<file path="config.mk">
export PLATFORM = sky130hd
export DESIGN_NAME = clashup_loader
export DESIGN_NICKNAME = d
export VERILOG_FILES = /design/src/rtl/clashup_loader.sv
export SDC_FILE = /design/constraint.sdc
export NUM_CORES = 1
export LEC_CHECK = 0
export ABC_CLOCK_PERIOD_IN_PS = 2750
export CAP_MARGIN = 20
export CORE_MARGIN = 2
export CORE_UTILIZATION = 30
export DETAILED_ROUTE_END_ITERATION = 8
export GPL_TIMING_DRIVEN = 0
export PLACE_DENSITY = 0.53
export SLEW_MARGIN = 30
export SYNTH_ARGS = -nofsm -noshare
export SYNTH_HDL_FRONTEND = slang
export SYNTH_SLANG_ARGS = --single-unit
</file>
<file path="constraint.sdc">
create_clock -name clk -period 2.75 [get_ports clk]
set_clock_uncertainty 0.1 [all_clocks]
set_input_delay 0.4125 -clock clk [delete_from_list [all_inputs] [get_ports clk]]
set_output_delay 0.4125 -clock clk [all_outputs]
set_load 0.01 [all_outputs]
</file>
<file path="src/rtl/clashup_loader.sv">
// clashup_loader: program loader for the ClashUp CPU.
// Receives a framed image (SYNC, LEN, LEN payload bytes, CSUM) over a
// valid/ready byte stream, writes the payload into program RAM, and releases
// the CPU from reset only once the checksum verifies.
// Ports:
//   clk, rst            clock, synchronous active-high reset
//   in_valid, in_data   byte stream from the host link
//   in_ready            loader accepts a byte this cycle (registered)
//   ram_we/addr/wdata   program RAM write port (registered)
//   cpu_rst             CPU reset, high whenever no verified image runs
//   done                verified image loaded, CPU running
//   err                 last frame rejected, cleared by the next sync byte
module clashup_loader #(
  parameter logic [7:0] SYNC_BYTE = 8'hC1,
  parameter bit         CLEAR_RAM = 1'b1
) (
  input  logic       clk,
  input  logic       rst,
  input  logic       in_valid,
  input  logic [7:0] in_data,
  output logic       in_ready,
  output logic       ram_we,
  output logic [7:0] ram_addr,
  output logic [7:0] ram_wdata,
  output logic       cpu_rst,
  output logic       done,
  output logic       err
);

  localparam int unsigned AW = 8;
  localparam int unsigned DW = 8;

  typedef enum logic [2:0] {
    S_IDLE,
    S_CLEAR,
    S_LEN,
    S_DATA,
    S_CSUM,
    S_RUN
  } state_t;

  state_t        state, state_d;
  logic [AW-1:0] idx, idx_d;
  logic [DW-1:0] len, len_d;
  logic [DW-1:0] sum, sum_d;
  logic          ready_d, we_d, cpu_rst_d, done_d, err_d;
  logic [AW-1:0] addr_d;
  logic [DW-1:0] wdata_d;
  logic          accept_c;

  // A byte is consumed only when the registered ready meets valid.
  assign accept_c = in_valid && in_ready;

  // Next-state and next-output logic.
  always_comb begin
    state_d   = state;
    idx_d     = idx;
    len_d     = len;
    sum_d     = sum;
    we_d      = 1'b0;
    addr_d    = ram_addr;
    wdata_d   = ram_wdata;
    cpu_rst_d = cpu_rst;
    done_d    = done;
    err_d     = err;

    case (state)
      S_IDLE, S_RUN: begin
        // Sync byte starts a (re)load; everything else is discarded.
        if (accept_c && in_data == SYNC_BYTE) begin
          cpu_rst_d = 1'b1;
          done_d    = 1'b0;
          err_d     = 1'b0;
          if (CLEAR_RAM) begin
            state_d = S_CLEAR;
            idx_d   = '0;
            we_d    = 1'b1;
            addr_d  = '0;
            wdata_d = '0;
          end else begin
            state_d = S_LEN;
          end
        end
      end

      S_CLEAR: begin
        // idx is the address being written this cycle; 255 is the last one.
        if (idx == '1) begin
          state_d = S_LEN;
        end else begin
          idx_d   = idx + AW'(1);
          we_d    = 1'b1;
          addr_d  = idx + AW'(1);
          wdata_d = '0;
        end
      end

      S_LEN: begin
        if (accept_c) begin
          if (in_data == '0) begin
            err_d   = 1'b1;
            state_d = S_IDLE;
          end else begin
            len_d   = in_data;
            idx_d   = '0;
            sum_d   = '0;
            state_d = S_DATA;
          end
        end
      end

      S_DATA: begin
        if (accept_c) begin
          we_d    = 1'b1;
          addr_d  = idx;
          wdata_d = in_data;
          idx_d   = idx + AW'(1);
          sum_d   = sum + in_data;
          if (idx == len - DW'(1)) state_d = S_CSUM;
        end
      end

      S_CSUM: begin
        if (accept_c) begin
          if (in_data == sum) begin
            state_d   = S_RUN;
            cpu_rst_d = 1'b0;
            done_d    = 1'b1;
          end else begin
            err_d   = 1'b1;
            state_d = S_IDLE;
          end
        end
      end

      default: state_d = S_IDLE;
    endcase

    // Ready follows the state we are entering, so it is valid next cycle.
    ready_d = (state_d != S_CLEAR);
  end

  // State and output registers.
  always_ff @(posedge clk) begin
    if (rst) begin
      state     <= S_IDLE;
      idx       <= '0;
      len       <= '0;
      sum       <= '0;
      in_ready  <= 1'b0;
      ram_we    <= 1'b0;
      ram_addr  <= '0;
      ram_wdata <= '0;
      cpu_rst   <= 1'b1;
      done      <= 1'b0;
      err       <= 1'b0;
    end else begin
      state     <= state_d;
      idx       <= idx_d;
      len       <= len_d;
      sum       <= sum_d;
      in_ready  <= ready_d;
      ram_we    <= we_d;
      ram_addr  <= addr_d;
      ram_wdata <= wdata_d;
      cpu_rst   <= cpu_rst_d;
      done      <= done_d;
      err       <= err_d;
    end
  end

endmodule

</file>
==> implementation parameters <==
Parameter                              Value

Synthesis
  Proportion of synthesized flip-flops having asynchronous set or reset ... 0
  Number of storage elements in the synthesis netlist ... 48
  Sequential fraction of the synthesis area ... 0.330
  Instance count of the mapped netlist ... 345
  Primary flip-flop cell chosen by synthesis mapping ... sky130_fd_sc_hd__dfxtp_1
  Number of synthesized flops with an enable pin ... 0
  Count of distinct cell types in the synthesized netlist ... 67
  Area fraction of the dominant cell type after synthesis ... 0.330
  Mapped Nets ... 366
  Count of warnings emitted by yosys ... 0
  Synth Cell Area ... 2910 um^2
  Library cell with the largest summed area after synthesis ... sky130_fd_sc_hd__dfxtp_1
  Cell types occupying the most area after synthesis ... sky130_fd_sc_hd__dfxtp_1, sky130_fd_sc_hd__mux2i_1, sky130_fd_sc_hd__nand2_1
  Synth Area per Inst ... 8.43 um^2

STA
  Final setup fails ... 0
  Shortest period the worst path allows ... 2.64 ns
  Setup repair after global routing missed its margin ... no
  Worst Max-Slew Pin Slew ... 0.692 ns
  Slew margin rel. ... 0.537
  Maximum clock frequency ... 379 MHz
  Max-slew violation count ... 0
  Final period util ... 0.960
  Fin worst setup slack ... 0.109 ns
  Final Hold Vio Count ... 0

Critical path
  Kind of critical path ... primary input to register
  Critical Path RT ... 2.86 ns
  Type of element capturing the critical path ... register
  Slowest CP cell ... sky130_fd_sc_hd__or4_4
  Register-to-register path setup slack ... 0.21 ns
  Series of cell instances along the critical path ... clkdlybuf4s50_1 > or4_4 > nor3_2 > o21ai_1 > and3_1 > buf_2 > a31o_2
  Startpoint class of the critical path ... primary input
  Critical path's largest stage delay ... 0.60 ns
  Worst Path Max Fanout ... 9
  Critical path arrival ... 2.75 ns

Hold path
  HP Class ... register to register

Routing
  Number of vias in the routed layout ... 2,676
  Remaining routing DRC violations ... 0
  Number of optimization iterations in the first detailed-route pass ... 5
  Remaining antenna violation count after routing ... 0
  Wire length reported by the detailed router ... 8.04 mm
  Starting DRC count in detailed routing ... 135
  DR vias/cell ... 5.23
  Routed length per placed instance ... 15.7 um

Finish
  Fill cell total of the finished layout ... 975
  Number of nets in the layout ... 403
  Commonest cells after routing, fill and taps aside ... sky130_fd_sc_hd__dfxtp_1, sky130_fd_sc_hd__nand2_1, sky130_fd_sc_hd__clkdlybuf4s50_1
  Most frequent standard cell in the layout excluding fill and tap cells ... sky130_fd_sc_hd__dfxtp_1
  Fraction of final layout cells with drive strength greater than 1 ... 0.0783
  Ant. Diodes ... 0
  Signed area change from the synthesized netlist to the final layout ... 19.8%

Global routing
  Wire length of the first global-routing pass ... 13.0 mm
  Vias in the first global route ... 2,618
  Largest net degree at the start of global routing ... 15
  Global route total overflow ... 0
  Antenna violations before repair ... 0
  Combined global-route utilization of all metal layers ... 0.159

Placed design
  Pre-CTS setup slack ... -0.197 ns
  Detailed Place HPWL ... 5.91 mm
  Gp weighted congestion ... 0.846
  Port Buf Inserts ... 30

Clock tree
  Post-CTS resize count ... 0
  Clock tree from TritonCTS ... built
  TritonCTS buffer count ... 5
  Max Buffers Root-to-Sink ... 2
  Worst-skew pair later-pin latency ... 0.31 ns
  Buffer type at the clock tree root ... sky130_fd_sc_hd__clkbuf_8
  Num Clock Sinks ... 48
  Deepest level of the CTS H-tree ... 2
  CTS Hold Buffers Added ... 0
  CTS clk-pin slew, worst paths ... 0.09 ns
  Count of buffers added by post-CTS timing repair for setup ... 0

Die
  Starting density of the core ... 0.312
  Ports placed on the boundary ... 32
  Die ar. ... 10,500 um^2
  Width of the die ... 102 um
  Die height ... 102 um
  Number of placement rows ... 35
  Core outline area ... 9330 um^2

Power and ir drop
  Power, Total ... 0.00130 W
  Power density of the placed cells ... 373 nW/um^2
  Leakage ... 1.30 nW
  Worst supply voltage drop on vdd ... 177 uV

Status
  Result of the run ... complete, no violations

Flow run
  Max-capacitance violation count ... 0
==> worst max-delay path: cells and delay by family <==
kind	cells	cell delay, ns
AO/OA/AOI/OAI	2	0.51
AND/OR/NAND/NOR	3	1.11
buffers and inverters	2	0.73
==> registers in the layout (all words and copies together), names as in the netlist, 3 cells and up <==
signal and flops:
ram_addr 8, ram_wdata 8, sum 8, state 3, idx 8, len 8
==> final cells by class <==
class                      count  area, um^2  area share
tap                          129         161      0.0463
inverter                       5        18.8     0.00539
clock buffer                   6        72.6      0.0208
clock inverter                 2        35.0      0.0101
multi-input combinational    270        1840       0.527
timing repair buffer          30         300      0.0862
buffer                        22        97.6      0.0280
sequential                    48         961       0.276
==> cell usage after synthesis (all sizes together) (10+ instances only) <==
master  number
clkbuf      11
xor2        13
mux2i       20
dfxtp       48
nor2        26
nand3       18
a21oi       13
nand2       46
buf         11
o21ai       10
nor3        11
==> report_power, final <==
group,switching (W),internal [W]
sequential,0.00000115,0.000695
combinational,0.0000501,0.0000270
clock,0.000255,0.000270
total,0.000306,0.000993
==> cells by family after synthesis <==
family,synth area share
DFF,0.330
and+or+nand+nor,0.253
AOI/OAI and AO/OA,0.192
buffers and inverters,0.0400
xor gates and xnor gates,0.0663
adders and majority gates,0.0456
muxes,0.0727
==> layer usage <==
layer	vias to the layer above	routed length [um]	part of all wire	GRT usage
met1	1264	3900	0.48	0.215
li1	1328	-	-	-
met5	-	0	0	0
met2	75	3660	0.46	0.263
met4	0	118	0.015	0.0390
met3	9	361	0.045	0.0287
==> through the flow <==
| step | cells | cell area (um^2) | TNS [ns] | util | hold WS (ns) |
|---|---|---|---|---|---|
| after floorplan | 345 | 2910 | 0 | - | 0.349 |
| after global placement | 504 | 3370 | -2.09 | 0.361 | 0.344 |
| after detailed placement | 504 | 3370 | -2.09 | 0.361 | 0.346 |
| after CTS | 512 | 3480 | 0 | 0.373 | 0.363 |
| after global routing | 512 | 3480 | 0 | 0.373 | 0.384 |
| final | 512 | 3480 | 0 | 0.373 | 0.358 |
==> path summary, 6_finish.rpt <==
| path | start | end | cells after the start |
|---|---|---|---|
| max | in_data[2] | ram_addr[1]$_SDFFE_PP0P_ | 7 |
| min | done$_SDFFE_PP0P_ | done$_SDFFE_PP0P_ | 2 |
| max reg2reg | len[0]$_SDFFE_PP0P_ | state[1]$_SDFF_PP0_ | 7 |
| min reg2reg | done$_SDFFE_PP0P_ | done$_SDFFE_PP0P_ | 2 |
No activity file was read; power rests on OpenSTA's default activity.
